File: config.mk
export PLATFORM = sky130hd
export DESIGN_NAME = fp_argmin
export DESIGN_NICKNAME = d
export VERILOG_FILES = /design/src/rtl/fp_argmin.sv
export SDC_FILE = /design/constraint.sdc
export NUM_CORES = 1
export LEC_CHECK = 0
export ABC_AREA = 1
export CAP_MARGIN = 25
export CORE_MARGIN = 2
export CORE_UTILIZATION = 40
export CTS_CLUSTER_DIAMETER = 40
export DETAILED_ROUTE_END_ITERATION = 10
export PLACE_DENSITY = 0.67
export SLEW_MARGIN = 10
export SYNTH_ARGS = -nofsm -noshare
export SYNTH_HDL_FRONTEND = slang
export SYNTH_SLANG_ARGS = --single-unit
File: constraint.sdc
create_clock -name clk -period 3 [get_ports clk]
set_clock_uncertainty 0.1 [all_clocks]
set_input_delay 0.9 -clock clk [delete_from_list [all_inputs] [get_ports clk]]
set_output_delay 0.9 -clock clk [all_outputs]
set_load 0.005 [all_outputs]
File: src/rtl/fp_argmin.sv
// rtl/fp_argmin.sv - streaming binary32 minimum finder returning value and first index

module fp_argmin #(
    parameter int IDXW = 10
) (
    input  logic            clk,
    input  logic            rst_n,
    input  logic            in_valid,
    output logic            in_ready,
    input  logic [31:0]     in_data,
    input  logic            in_last,
    output logic            out_valid,
    input  logic            out_ready,
    output logic [31:0]     out_min,
    output logic [IDXW-1:0] out_idx,
    output logic            out_ovf
);

    typedef enum logic [1:0] {IDLE, ACC, DONE} state_t;

    state_t            state;
    logic [31:0]       cur_min;
    logic [IDXW-1:0]   cur_idx;
    logic [IDXW-1:0]   cnt;
    logic              ovf;

    // The implied leading 1 is common to both operands, so exponent-then-mantissa
    // ordering reduces to an unsigned compare of the low 31 bits.
    function automatic logic lt(input logic [31:0] a, input logic [31:0] b);
        if (a[31] != b[31])
            return a[31];
        else if (a[31])
            return a[30:0] > b[30:0];
        else
            return a[30:0] < b[30:0];
    endfunction

    assign out_min = cur_min;
    assign out_idx = cur_idx;
    assign out_ovf = ovf;

    always_ff @(posedge clk or negedge rst_n) begin
        if (!rst_n) begin
            state     <= IDLE;
            in_ready  <= 1'b1;
            out_valid <= 1'b0;
            cur_min   <= '0;
            cur_idx   <= '0;
            cnt       <= '0;
            ovf       <= 1'b0;
        end else begin
            case (state)
                IDLE: begin
                    if (in_valid) begin
                        cur_min <= in_data;
                        cur_idx <= '0;
                        cnt     <= IDXW'(1);
                        ovf     <= 1'b0;
                        if (in_last) begin
                            state     <= DONE;
                            in_ready  <= 1'b0;
                            out_valid <= 1'b1;
                        end else begin
                            state <= ACC;
                        end
                    end
                end
                ACC: begin
                    if (in_valid) begin
                        if (lt(in_data, cur_min)) begin
                            cur_min <= in_data;
                            cur_idx <= cnt;
                        end
                        cnt <= cnt + IDXW'(1);
                        // cnt of zero here means the counter has wrapped past 2^IDXW elements
                        if (cnt == '0)
                            ovf <= 1'b1;
                        if (in_last) begin
                            state     <= DONE;
                            in_ready  <= 1'b0;
                            out_valid <= 1'b1;
                        end
                    end
                end
                DONE: begin
                    if (out_ready) begin
                        state     <= IDLE;
                        in_ready  <= 1'b1;
                        out_valid <= 1'b0;
                    end
                end
                default: begin
                    state     <= IDLE;
                    in_ready  <= 1'b1;
                    out_valid <= 1'b0;
                end
            endcase
        end
    end

endmodule

# Word-level counts from Yosys, hierarchy flattened
# Index checks and enable logic that the tools add are counted.
[word_totals] ff_bits=57 inputBits=37 out_inout_bits=45
[op_classes] n_addsub=1 n_lt_le_gt_ge=2 n_eq_ne=11 n_mux=33 reduce_logical=9
[op_table] cell="2-to-1 mux 32 bit" n=3
[op_table] cell="one-hot mux 32 bit (2 select lines)" n=1
[op_table] cell="2-to-1 mux 10 bit" n=5
[op_table] cell="one-hot mux 10 bit (2 select lines)" n=2
[op_table] cell="greater-than comparator 31 bit" n=1
[op_table] cell="less-than comparator 31 bit" n=1
[op_table] cell="2-to-1 mux 1 bit" n=13
[op_table] cell="!= test 2 bit, second input constant" n=6
[op_table] cell="AND reduction 4 bit" n=3
[op_table] cell="adder 10 x 1 -> 10 bit, second input constant" n=1
[op_table] cell="zero test 10 bit" n=1
[op_table] cell="2-to-1 mux 2 bit" n=5
[op_table] cell="one-hot mux 1 bit (2 select lines)" n=3
[op_table] cell="one-hot mux 2 bit (3 select lines)" n=1
[op_table] cell="AND reduction 3 bit" n=2
[op_table] cell="!= test 2 x 1 -> 1 bit, second input constant" n=2
[op_table] cell="== test 2 x 1 -> 1 bit, second input constant" n=1
[op_table] cell="== test 2 bit, second input constant" n=1
[op_table] cell="zero test 2 bit" n=1
[op_table] cell="nonzero test 2 bit" n=1
[op_table] cell="OR reduction 2 bit" n=1
[op_table] cell="!= test 1 bit" n=1

# Longest topological paths before layout
[depth] ltp_word=8 ltp_mapped=19 ltp_nobuf=18

# Least setup slack after synthesis
# No wires, ideal clock.
[synth_timing] path_kind="input-to-reg" from="input in_data[30]" to="register cur_min[0], in the netlist out_min[0]" setup_time_ns=0.117 arrival_time_ns=2.309 required_ns=2.783 setup_slack_ns=0.474 path_stages=16 n_path_buf=1 path_cell_list="ha_1 nand2_1 nor2_1 and2_1 nand2_1 nor2_2 nand2_1 nand2_1 nand2_1 nand2_1 nand2_1 nand2_4 nand2_4 buf_6 nand2_1 nand2_1"
[synth_between] elab_chain_cells=7 word_cells_on_any_way=8 cone_classes="order compare: 2; eq/ne: 1; mux: 4; reduce/logical: 1"
[synth_lines] element="start: declaration" line="10" rtl="input logic [31:0] in_data,"
[synth_lines] element="less-than comparator 31 bit / greater-than comparator 31 bit (equally long branches)" line="35, 33"
[synth_lines] element="2-to-1 mux 1 bit (*)" line="32" rtl="else if (a[31])"
[synth_lines] element="2-to-1 mux 1 bit (*)" line="30" rtl="if (a[31] != b[31])"
[synth_lines] element="2-to-1 mux 1 bit (*)" line="69" rtl="if (in_valid) begin"
[synth_lines] element="2-to-1 mux 1 bit (*)" line="52" rtl="case (state)"
[synth_lines] element="!= test 2 bit (no line) (*)"
[synth_lines] element="AND reduction 4 bit (no line) (*)"
[synth_lines] element="end signal: assignment" line="55" rtl="cur_min <= in_data;"
[synth_lines] element="end signal: assignment" line="71" rtl="cur_min <= in_data;"
[synth_lines] element="end: declaration" line="22" rtl="logic [31:0] cur_min;"
# Mark *: on every way between the ends. The rest lies on a longest branch, timed or not. The select of a mux whose other input is x is not followed.
# A chain may end at the register's enable or synchronous reset.

# Worst setup path in the final report
[layout_timing] from="input in_data[28]" to="register cur_min[15], in the netlist out_min[15]"
# The elaborated chain is that of the path after synthesis.

==> results.yml <==
outcome:
  status: "finished, final reports clean"
routing:
  drc: 0
  avgRoutedWirePerCell_um: 12.4
  first_iter_violations: 97
  via_count: 3045
  firstDrtPassIters: 5
  vias_per_cell: 4.74
  ant_nets: 0
  wl_um: 7950
pwr:
  vdd_drop_max_mv: 0.443
  power_density_mw_per_mm2: 940
  power_leakage_nw: 2.39
  totalPowerFinal_mw: 4.31
clock_network:
  cts_tree: "done"
  clkSinkCount: 57
  clk_pin_slew_worst_paths_ns: 0.06
  insertion_delay_ns: 0.33
  ctsResizeCount: 0
  post_cts_buffers: 0
  htree_levels: 3
  cts_buffers: 9
  hold_buffers: 0
  root_buffer: "clkbuf_8"
  cts_buffer_depth: 2
sta:
  period_share_pct: 95.4
  fin_crit_ns: 2.86
  rsz0062_at_grt: "no"
  worst-slew-pin-transition_ns: 0.736
  hold_violations: 0
  setup_viol: 0
  finalMaxSlewViolations: 0
  fmax_ghz: 0.349
  hold_slack_ns: 0.371
  slew_headroom_pct: 50.9
logic_synthesis:
  syn_area_sq_mm: 0.00336
  ys_ff_latch: 57
  synth_top_family_by_area: "simple AND/OR/NAND/NOR gates"
  synthMuxAreaShare_pct: 0
  synth-simple-area-share_pct: 30.1
  synth_cell_types: 26
  avgSynthCellArea_sq_um: 7.66
  yosysWarningCount: 0
  synth_xor_area_share_pct: 0
  synth_compound_area_share_pct: 4.96
  synthAdderAreaFrac_pct: 12.3
  synth_nets: 508
  syn-instance-count: 438
  ys_seq_area_share_pct: 42.5
floorplanning:
  core_sq_mm: 0.00818
  die_area_sq_mm: 0.00914
  ios: 82
  row_count: 33
  die_h_um: 95.6
  die_w_um: 95.6
  start_util_pct: 41.0
grt:
  grt_max_degree: 58
  grt-ovfl-total: 0
  grt_pass1_wl_um: 13400
  antenna_found_initial: 0
  grt_pass1_vias: 2982
  track_usage_pct: 18.8
layout:
  multi_input_area_sq_mm: 0.00159
  syn2layout_area_growth_pct: 36.6
  num_antenna_cells: 0
  fin_cells: 643
  drive_above_1_share_pct: 7.06
  seq_area_sq_mm: 0.00143
  finish.utilization_pct: 56.1
  stdcell_area_sq_mm: 0.00458
  final_net_count: 604
  final.fill_count: 759
worst_setup_path:
  critical_path_class: "in2reg"
  slowest_stage: "clkdlybuf4s50_1"
  cpMostUsedCell: "nand2_1"
  cp.required_ns: 3.12
  startpoint_type: "input port"
  crit_chain: "clkdlybuf4s50_1 > ha_1 > a21oi_1 > nor2_1 > nor2_1 > nand2_1 > a21oi_1 > nand2_1 > a21oi_1 > nand2_1 > nand2_4 > nand2_4 > buf_12 > nand2_1 > nand2_1"
  slowest_delay_ns: 0.43
  cp_max_fo: 16
  path_buf_inv: 2
  crit_family: "simple AND/OR/NAND/NOR gates"
  crit_arrival_ns: 2.98
  crit_path_end_kind: "register"
place:
  dp_cells: 628
  gp_congestion: 0.837
  place_area_sq_mm: 0.00439
  port_buffers: 81
  dp_hpwl_um: 5880
flow_run:
  max_cap_violations: 0
hold_path:
  min-delay-path-class: "reg2reg"
[through the flow]
| stage | worst slack, ns | setup TNS [ns] |
|---|---|---|
| 2_1_floorplan | 0.474 | 0 |
| 3_3_place_gp | -0.197 | -7.88 |
| 3_5_place_dp | -0.198 | -7.70 |
| 4_1_cts | 0.153 | 0 |
| 5_1_grt | 0.00885 | 0 |
| 6_report | 0.137 | 0 |
[cell usage in the layout, fill, tap and decap left out, types with 9 or more instances in the layout]
cell type        count
nand2_1            144
clkdlybuf4s50_1     80
inv_1               64
dfrtp_1             56
nand3_1             50
ha_1                33
nor2_1              31
a21oi_1             18
buf_4               12
clkbuf_8            11
o21ai_0              9
[flip-flops by register name, summed over array words and instances (netlist names)]
name       cells
out_idx       10
in_ready       1
out_min       32
out_valid      1
state          2
cnt           10
out_ovf        1
[kinds of logic after synthesis]
kind of cell,Yosys count
simple gates,239
flops,57
buf+inv,78
fa+ha+maj,33
compound gates,31
[layout make-up]
type / count / share of cell area [%]
clock buffers: 12 / 3.39
clock inverters: 3 / 0.874
inverters: 65 / 5.32
multi-input cells: 303 / 34.7
flip-flops and latches: 57 / 31.1
well taps: 105 / 2.87
repair buffers: 98 / 21.7
[routing by layer]
layer	part of all wire (%)	track usage, %	up-vias
met1	45	23.2	1401
met3	5.9	5.77	5
li1	-	-	1574
met4	0.67	3.81	0
met5	0	0	-
met2	49	32.5	65
[power breakdown]
| part | leakage [nW] | total, mW | internal, mW | switching, mW |
|---|---|---|---|---|
| clock | 0.102 | 0.717 | 0.422 | 0.295 |
| combinational | 1.56 | 2.30 | 1.14 | 1.15 |
| sequential | 0.726 | 1.30 | 1.06 | 0.234 |
| total | 2.39 | 4.31 | 2.63 | 1.68 |
[cells in the mapped netlist]
cell type	n	share of area, %
a21o_1	2	0.45
buf_6	4	1.3
nand4_1	3	0.56
a221oi_1	1	0.26
nand2_1	144	16
and3_1	1	0.19
nand2_4	2	0.67
nor2_2	1	0.19
o21ai_0	9	1.3
nand3_1	50	7.5
dfstp_2	1	0.78
and2_1	1	0.19
inv_1	64	7.2
o21a_1	1	0.22
a21oi_1	18	2.7
clkbuf_1	4	0.45
nor3_2	1	0.30
nor4_1	1	0.19
nor2_4	1	0.34
ha_1	33	12
clkbuf_2	1	0.15
nor2_1	31	3.5
nor3_1	3	0.45
clkinv_1	1	0.11
dfrtp_1	56	42
buf_4	4	0.89
[worst reg2reg max path, stage by stage (launching register included)]
cell and delay, ns:
dfrtp_1 0.37, inv_1 0.05, ha_1 0.29, a21oi_1 0.16, nor2_1 0.05, nor2_1 0.11, nand2_1 0.07, a21oi_1 0.15
nand2_1 0.09, a21oi_1 0.12, nand2_1 0.10, nand2_4 0.11, nand2_4 0.09, buf_12 0.16, nand2_1 0.07, nand2_1 0.05
[worst paths after layout]
path                            cells after the start  slack [ns]     endpoint        start
worst max-delay path                               15        0.14  out_min[15]  in_data[28]
worst min register to register                      1        0.37       cnt[9]       cnt[9]
min in group asynchronous                           2        0.62   out_min[8]        rst_n
worst min-delay path                                1        0.37       cnt[9]       cnt[9]
worst max register to register                     15        0.76  out_min[15]  out_min[28]
max in group asynchronous                           2        1.70   out_idx[1]        rst_n
(Power assumes the default switching activity.)
